**src/rtl/fifo_pkg.sv**
```systemverilog
// Shared definitions for the FIFO get-side reader.
//   N_BITS_DEF : default data word width (matches the FIFO data width)
//   RD_LAT_DEF : default read latency from req_get to data_get valid
//   rd_state_e : reader FSM state encoding
package fifo_pkg;

  localparam int N_BITS_DEF = 32;
  localparam int RD_LAT_DEF = 1;

  typedef enum logic [1:0] {
    IDLE  = 2'd0,
    RUN   = 2'd1,
    FLUSH = 2'd2
  } rd_state_e;

endpackage

```
**src/rtl/fifo_get_reader_if.sv**
```systemverilog
// Downstream stream interface of the get-side reader.
//   out_data  : data word presented by the reader
//   out_valid : out_data holds a word
//   out_ready : consumer accepts the word
// Handshake: a word transfers on every clock edge where out_valid and
// out_ready are both high; once out_valid rises, out_valid and out_data
// hold steady until that transfer happens.
// master = reader side, slave = consumer side.
interface fifo_get_reader_if import fifo_pkg::*; #(
  parameter int N_BITS = N_BITS_DEF
) ();

  logic [N_BITS-1:0] out_data;
  logic              out_valid;
  logic              out_ready;

  modport master (output out_data, output out_valid, input out_ready);
  modport slave  (input out_data, input out_valid, output out_ready);

endinterface

```
**src/rtl/get_skid_buffer.sv**
```systemverilog
// Small synchronous FIFO that absorbs words returning from the get FIFO.
// Entry 0 is always the head, so head_data comes straight from a flop.
//   clk, reset          : clock, synchronous active-high reset
//   clear               : drop all entries (dominates push/pop)
//   push, push_data     : write a word at the tail
//   pop                 : remove the head word
//   occ                 : number of stored entries
//   head_data/head_valid: registered head of the buffer
module get_skid_buffer import fifo_pkg::*; #(
  parameter  int N_BITS = N_BITS_DEF,
  parameter  int DEPTH  = 2,
  localparam int OCC_W  = $clog2(DEPTH + 1)
) (
  input  logic              clk,
  input  logic              reset,
  input  logic              clear,
  input  logic              push,
  input  logic [N_BITS-1:0] push_data,
  input  logic              pop,
  output logic [OCC_W-1:0]  occ,
  output logic [N_BITS-1:0] head_data,
  output logic              head_valid
);

  logic [N_BITS-1:0] data_q [DEPTH];
  logic [N_BITS-1:0] data_d [DEPTH];
  logic [OCC_W-1:0]  occ_q, occ_d;
  logic              head_valid_q, head_valid_d;
  logic              pop_eff;
  logic [OCC_W-1:0]  wr_idx;

  always_comb begin
    data_d  = data_q;
    occ_d   = occ_q;
    pop_eff = pop && (occ_q != '0);
    wr_idx  = occ_q - OCC_W'(pop_eff);
    if (clear) begin
      occ_d = '0;
    end else begin
      if (pop_eff) begin
        for (int i = 0; i < DEPTH - 1; i++) data_d[i] = data_q[i + 1];
      end
      // The write slot is computed after the pop so a full buffer can
      // accept a word in the same cycle it releases one.
      if (push) begin
        for (int i = 0; i < DEPTH; i++) begin
          if (OCC_W'(i) == wr_idx) data_d[i] = push_data;
        end
      end
      occ_d = wr_idx + OCC_W'(push && (wr_idx < OCC_W'(DEPTH)));
    end
    head_valid_d = (occ_d != '0);
  end

  always_ff @(posedge clk) begin
    if (reset) begin
      for (int i = 0; i < DEPTH; i++) data_q[i] <= '0;
      occ_q        <= '0;
      head_valid_q <= 1'b0;
    end else begin
      data_q       <= data_d;
      occ_q        <= occ_d;
      head_valid_q <= head_valid_d;
    end
  end

  assign occ        = occ_q;
  assign head_data  = data_q[0];
  assign head_valid = head_valid_q;

  a_no_overflow: assert property (@(posedge clk) disable iff (reset)
    !(push && !clear && !pop_eff && (occ_q == OCC_W'(DEPTH))));

endmodule

```
**src/rtl/fifo_get_reader.sv**
```systemverilog
// Get-side consumer of the mixed-clock FIFO, clocked by the FIFO get clock.
// Requests words while credit allows, captures them RD_LAT cycles later
// into a skid buffer, and presents them downstream on a valid/ready stream.
// A flush drains and discards everything in the FIFO and in flight.
//   clk_get, reset : clock, synchronous active-high reset
//   enable         : permits fetching from the FIFO
//   flush          : one-cycle drain-and-discard request
//   empty_in       : FIFO empty flag
//   data_get_in    : FIFO read data
//   req_get_out    : get request to the FIFO
//   dn             : downstream stream (out_data/out_valid/out_ready)
//   flush_done     : one-cycle pulse when a flush completes
//   busy           : flushing, or any word in flight or buffered
//   words_read     : words accepted downstream, wrapping
//   state_dbg      : current FSM state
module fifo_get_reader import fifo_pkg::*; #(
  parameter int N_BITS     = N_BITS_DEF,
  parameter int RD_LAT     = RD_LAT_DEF,
  parameter int SKID_DEPTH = 2,
  parameter int CNT_W      = 16
) (
  input  logic                clk_get,
  input  logic                reset,
  input  logic                enable,
  input  logic                flush,
  input  logic                empty_in,
  input  logic [N_BITS-1:0]   data_get_in,
  output logic                req_get_out,
  fifo_get_reader_if.master   dn,
  output logic                flush_done,
  output logic                busy,
  output logic [CNT_W-1:0]    words_read,
  output rd_state_e           state_dbg
);

  localparam int OCC_W = $clog2(SKID_DEPTH + 1);

  if ((RD_LAT < 1) || (RD_LAT > 3) || (SKID_DEPTH < RD_LAT + 1)) begin : g_cfg_check
    $error("fifo_get_reader: RD_LAT must be 1..3 and SKID_DEPTH >= RD_LAT+1");
  end

  rd_state_e         state_q, state_d;
  logic [RD_LAT-1:0] pipe_q, pipe_d;
  logic              flush_done_q, flush_done_d;
  logic [CNT_W-1:0]  words_read_q, words_read_d;

  logic [OCC_W-1:0]  occ;
  logic [N_BITS-1:0] head_data;
  logic              head_valid;
  logic              pop, push, clear, flush_enter;
  int                inflight;

  assign pop         = head_valid && dn.out_ready;
  assign flush_enter = flush && (state_q != FLUSH);
  // Words landing while flushing (or in the entry cycle) are discarded.
  assign clear       = flush_enter;
  assign push        = pipe_q[RD_LAT-1] && (state_q != FLUSH);

  always_comb begin
    inflight = 0;
    for (int i = 0; i < RD_LAT; i++) inflight = inflight + (pipe_q[i] ? 1 : 0);
  end

  // Credit counts buffered plus in-flight words, minus the word leaving
  // this cycle, so the skid buffer can never be overrun.
  always_comb begin
    req_get_out = 1'b0;
    case (state_q)
      RUN:     req_get_out = !empty_in &&
                             ((int'(occ) + inflight - int'(pop)) < SKID_DEPTH);
      FLUSH:   req_get_out = !empty_in;
      default: req_get_out = 1'b0;
    endcase
  end

  always_comb begin
    state_d      = state_q;
    flush_done_d = 1'b0;
    case (state_q)
      IDLE:    if (enable) state_d = RUN;
      RUN:     if (!enable) state_d = IDLE;
      FLUSH: begin
        if (empty_in && (inflight == 0)) begin
          state_d      = enable ? RUN : IDLE;
          flush_done_d = 1'b1;
        end
      end
      default: state_d = IDLE;
    endcase
    if (flush_enter) state_d = FLUSH;

    // Latency pipe: bit i set means a request issued i+1 cycles ago.
    pipe_d    = '0;
    pipe_d[0] = req_get_out;
    for (int i = 1; i < RD_LAT; i++) pipe_d[i] = pipe_q[i - 1];

    words_read_d = words_read_q + CNT_W'(pop);
  end

  always_ff @(posedge clk_get) begin
    if (reset) begin
      state_q      <= IDLE;
      pipe_q       <= '0;
      flush_done_q <= 1'b0;
      words_read_q <= '0;
    end else begin
      state_q      <= state_d;
      pipe_q       <= pipe_d;
      flush_done_q <= flush_done_d;
      words_read_q <= words_read_d;
    end
  end

  get_skid_buffer #(
    .N_BITS (N_BITS),
    .DEPTH  (SKID_DEPTH)
  ) u_skid (
    .clk        (clk_get),
    .reset      (reset),
    .clear      (clear),
    .push       (push),
    .push_data  (data_get_in),
    .pop        (pop),
    .occ        (occ),
    .head_data  (head_data),
    .head_valid (head_valid)
  );

  assign dn.out_valid = head_valid;
  assign dn.out_data  = head_data;
  assign flush_done   = flush_done_q;
  assign words_read   = words_read_q;
  assign state_dbg    = state_q;
  assign busy         = (state_q == FLUSH) || (pipe_q != '0) || (occ != '0);

endmodule

```
**src/flat_wrapper.sv**
```systemverilog
// flat-port wrapper written by rule: the top's interface ports become plain ports
module fifo_get_reader_flat import fifo_pkg::*;
#(
  parameter int N_BITS     = N_BITS_DEF,
  parameter int RD_LAT     = RD_LAT_DEF,
  parameter int SKID_DEPTH = 2,
  parameter int CNT_W      = 16
)
  (clk_get, reset, enable, flush, empty_in, data_get_in, req_get_out, flush_done, busy, words_read, state_dbg, dn_out_data, dn_out_valid, dn_out_ready);
  fifo_get_reader_if #(.N_BITS(N_BITS)) dn_i ();
  input  logic clk_get;
  input  logic reset;
  input  logic enable;
  input  logic flush;
  input  logic empty_in;
  input  logic [N_BITS-1:0] data_get_in;
  output logic req_get_out;
  output logic flush_done;
  output logic busy;
  output logic [CNT_W-1:0] words_read;
  output rd_state_e state_dbg;
  output wire logic [$bits(dn_i.out_data)-1:0] dn_out_data;
  output wire logic [$bits(dn_i.out_valid)-1:0] dn_out_valid;
  input wire logic [$bits(dn_i.out_ready)-1:0] dn_out_ready;
  assign dn_out_data = dn_i.out_data;
  assign dn_out_valid = dn_i.out_valid;
  assign dn_i.out_ready = dn_out_ready;
  fifo_get_reader #(.N_BITS(N_BITS), .RD_LAT(RD_LAT), .SKID_DEPTH(SKID_DEPTH), .CNT_W(CNT_W)) u_core (.clk_get(clk_get), .reset(reset), .enable(enable), .flush(flush), .empty_in(empty_in), .data_get_in(data_get_in), .req_get_out(req_get_out), .dn(dn_i), .flush_done(flush_done), .busy(busy), .words_read(words_read), .state_dbg(state_dbg));
endmodule
```
**config.mk**
```make
export PLATFORM = sky130hd
export DESIGN_NAME = fifo_get_reader_flat
export DESIGN_NICKNAME = d
export VERILOG_FILES = /design/src/rtl/fifo_pkg.sv /design/src/rtl/fifo_get_reader_if.sv /design/src/rtl/get_skid_buffer.sv /design/src/rtl/fifo_get_reader.sv /design/src/flat_wrapper.sv
export SDC_FILE = /design/constraint.sdc
export NUM_CORES = 1
export LEC_CHECK = 0
export ABC_AREA = 1
export ABC_CLOCK_PERIOD_IN_PS = 2600
export CORE_UTILIZATION = 40
export DETAILED_ROUTE_END_ITERATION = 8
export DONT_BUFFER_PORTS = 1
export PLACE_DENSITY_LB_ADDON = 0.15
export SLEW_MARGIN = 20
export SYNTH_ARGS = -nofsm -noshare
export SYNTH_HDL_FRONTEND = slang
export SYNTH_SLANG_ARGS = --single-unit
```
**constraint.sdc**
```tcl
create_clock -name clk_get -period 2.6 [get_ports clk_get]
set_input_delay 0.26 -clock clk_get [delete_from_list [all_inputs] [get_ports clk_get]]
set_output_delay 0.26 -clock clk_get [all_outputs]
set_load 0.05 [all_outputs]
```
==> metrics.md <==
| Metric | Value |
|---|---|
| Reg clk slew, reported paths | `0.08 ns` |
| Yosys cell types | `32` |
| First-pass GRT wire length | `16,300 µm` |
| Overflow left after global routing | `0` |
| Standard-cell row count | `37` |
| Clock Sinks | `87` |
| Least-Margin Pin Slew | `0.624 ns` |
| Most frequent cells in the layout | `nand2_1, dfxtp_1, inv_1, o21ai_1, o21ai_0` |
| Fraction of registers with async set/reset | `0%` |
| Yosys warns | `0` |
| Fin crit period | `2.50 ns` |
| F_max | `401 MHz` |
| Critical path arrival | `2.24 ns` |
| Detailed Place HPWL | `6110 µm` |
| Reg area | `0.00175 mm²` |
| Primary FF master, synth | `dfxtp_1` |
| Iteration count of the initial detailed-routing pass | `4` |
| Crit. End Element | `primary output` |
| Vias | `3,492` |
| Area Overhead vs Synth | `4.13%` |
| Seq cells post-synth | `87` |
| Critical path class | `reg -> out` |
| Die width | `105 µm` |
| Synth Area in Compound Gates | `18.0%` |
| Pin count of the biggest net entering global routing | `65` |
| GPL Wtd Cong | `0.795` |
| Post-synthesis cell area | `0.00427 mm²` |
| Post-Synthesis Cells | `587` |
| Boundary pin count | `92` |
| H-Tree Depth | `3` |
| Mux cell area share after synthesis | `0%` |
| Crit path largest cell delay | `0.37 ns` |
| Min-delay src | `empty_in` |
| Main combinational cell family by area after synthesis | `simple AND/OR/NAND/NOR gates` |
| CTS tree | `done` |
| WP data required | `2.34 ns` |
| Clock skew | `0.00528 ns` |
| Layout cells sized above 1 | `9.93%` |
| Crit-path slowest cell | `dfxtp_4` |
| Clock buffer count from CTS | `9` |
| Clock Tree Buf Depth | `2` |
| Final #Nets | `609` |
| Vias in the first global route | `3,354` |
| Chip height | `105 µm` |
| Routed wire length | `9730 µm` |
| Fin worst setup slack | `0.103 ns` |
| # fillers | `1,054` |
| Initial antenna violation count | `0` |
| PwrDens | `576 mW/mm²` |
| Drt wl/cell | `13.9 µm` |
| Total GRT Usage | `18.4%` |
| Placement Setup Slack | `0.269 ns` |
| Multi-input logic area | `0.00189 mm²` |
| # placed instances | `682` |
| Root Buffer | `clkbuf_8` |
| EDFF count, synth | `0` |
| Final Cycle Share | `96.0%` |
| DR vias/cell | `4.99` |
| Final Power | `2.56 mW` |
| Synth Area in Simple Gates | `20.9%` |
| Syn nets | `636` |
| Worst hold path class | `in -> reg` |
| Most common cell after layout, fill and taps aside | `nand2_1` |
| Critical path launch point type | `flip-flop` |
| Slew margin rel. | `58.3%` |
| Core ar. | `0.0103 mm²` |
| Starting density of the core | `41.4%` |
| Lkg Pwr | `1.71 nW` |
| Crit path buf inv count | `2` |
| Critical path fanouts, max | `3` |
| Worst vdd rail ir drop | `316 µV` |
| Synth Area in Adders | `3.57%` |
| Cell family with most CP delay | `simple AND/OR/NAND/NOR gates` |
| Worst-Skew Late Latency | `0.35 ns` |
| Number of DRC markers in iteration 0 | `185` |
| Area share of xor/xnor cells in the synthesized design | `0.791%` |
| CP cell instances | `nand2_4, nand2_2, nand2_4, nand2_2, fa_2, ha_1, or2_2, nand2_1, nand2_1, nand2_1, nand2_2, inv_2, buf_12` |
| Final setup vio count | `0` |
| Antenna Nets Post-Route | `0` |
| Max-cap violations | `0` |
| Status | `complete, no violations` |
| Worst r2r src | `u_core.u_skid.occ[1]$_SDFF_PP0_` |
| Port bufs | `0` |
| Post-route non-filler standard cell count | `700` |
| Die ar. | `0.0111 mm²` |
| Sequential area share after synthesis | `40.8%` |
| DRC viols | `0` |
| Final Hold Fails | `0` |
| Final Max Slew Viols | `0` |
| Inserted Diodes | `0` |
| Crit path from | `u_core.u_skid.head_valid$_SDFF_PP0_` |
| Synth Area per Inst | `7.28 µm²` |
[cells in the mapped netlist, types with 2 or more instances]
library cell | n | area share [%]
o21ai_1 | 59 | 6.9
buf_4 | 32 | 5.6
clkbuf_1 | 12 | 1.1
buf_6 | 10 | 2.6
inv_2 | 3 | 0.26
nand3_1 | 39 | 4.6
fa_1 | 2 | 0.94
a21oi_1 | 44 | 5.2
dfxtp_1 | 87 | 41
nor2_1 | 23 | 2.0
ha_1 | 9 | 2.6
buf_2 | 6 | 0.70
inv_1 | 63 | 5.5
nand2_1 | 128 | 11
xor2_1 | 2 | 0.41
nor3_1 | 4 | 0.47
o21ai_0 | 45 | 5.3
nand4_1 | 5 | 0.73
[stage by stage]
| stage | setup TNS (ns) | cell area, µm² | hold slack, ns | utilization (%) |
|---|---|---|---|---|
| floorplan | 0 | 4270 | 0.394 | - |
| global placement | 0 | 4190 | 0.333 | 40.6 |
| detailed placement | 0 | 4190 | 0.334 | 40.6 |
| CTS | 0 | 4410 | 0.0310 | 42.7 |
| global route | -0.0108 | 4450 | 0.0458 | 43.1 |
| finish | 0 | 4450 | 0.0547 | 43.1 |
[layer usage]
layer	global-route usage [%]	wire length, µm	vias up
met2	30.5	4550	69
met4	7.85	162	0
met3	5.44	605	14
li1	-	-	1814
met5	0	0	-
met1	22.1	4420	1595
[power breakdown]
group	switching [mW]	internal, mW
registers	0.0648	1.35
logic	0.145	0.0658
clock network	0.472	0.467
[path summary, 6_finish.rpt]
check,to,slack (ns),cells past startpoint
setup / recovery,req_get_out,0.10,13
hold / removal,u_core.flush_done$_SDFF_PP0_,0.05,2
setup reg to reg,u_core.u_skid.head_data[24]$_SDFFE_PP0N_,0.34,11
hold reg to reg,u_core.u_skid.data_q[4]$_SDFFE_PP0P_,0.44,2
[cells by family (layout without fill, tap and decap cells)]
| group | Yosys count | after routing |
|---|---|---|
| and+or+nand+nor | 207 | 207 |
| AOI/OAI and AO/OA | 152 | 152 |
| buffers and inverters | 127 | 104 |
| DFF | 87 | 87 |
| adders and majority gates | 11 | 11 |
| xor gates and xnor gates | 3 | 3 |
[final cells by class]
class / count / area share [%]
clock inverters: 3 / 0.985
clock buffers: 12 / 3.26
well taps: 136 / 3.83
repair buffers: 23 / 4.50
multi-input cells: 373 / 42.5
flip-flops and latches: 87 / 39.3
inverters: 66 / 5.63
[timing repair]
item                                    4_1_cts  5_1_grt
cloned                                        0        0
setup buffers                                 1        1
hold buffers                                  1        0
endpoints found under the setup margin        1        1
hold endpoints to repair                     10        0
gates resized for setup                       5       10
pin swaps                                     0        1
[state kept, by name, indices dropped and copies added (netlist names)]
register / flops
u_core.flush_done: 1
u_core.pipe_q: 1
u_core.state_dbg: 2
u_core.u_skid.data_q: 32
u_core.u_skid.head_data: 32
u_core.u_skid.head_valid: 1
u_core.u_skid.occ: 2
u_core.words_read: 16
Power figures use the tool's default switching activity.
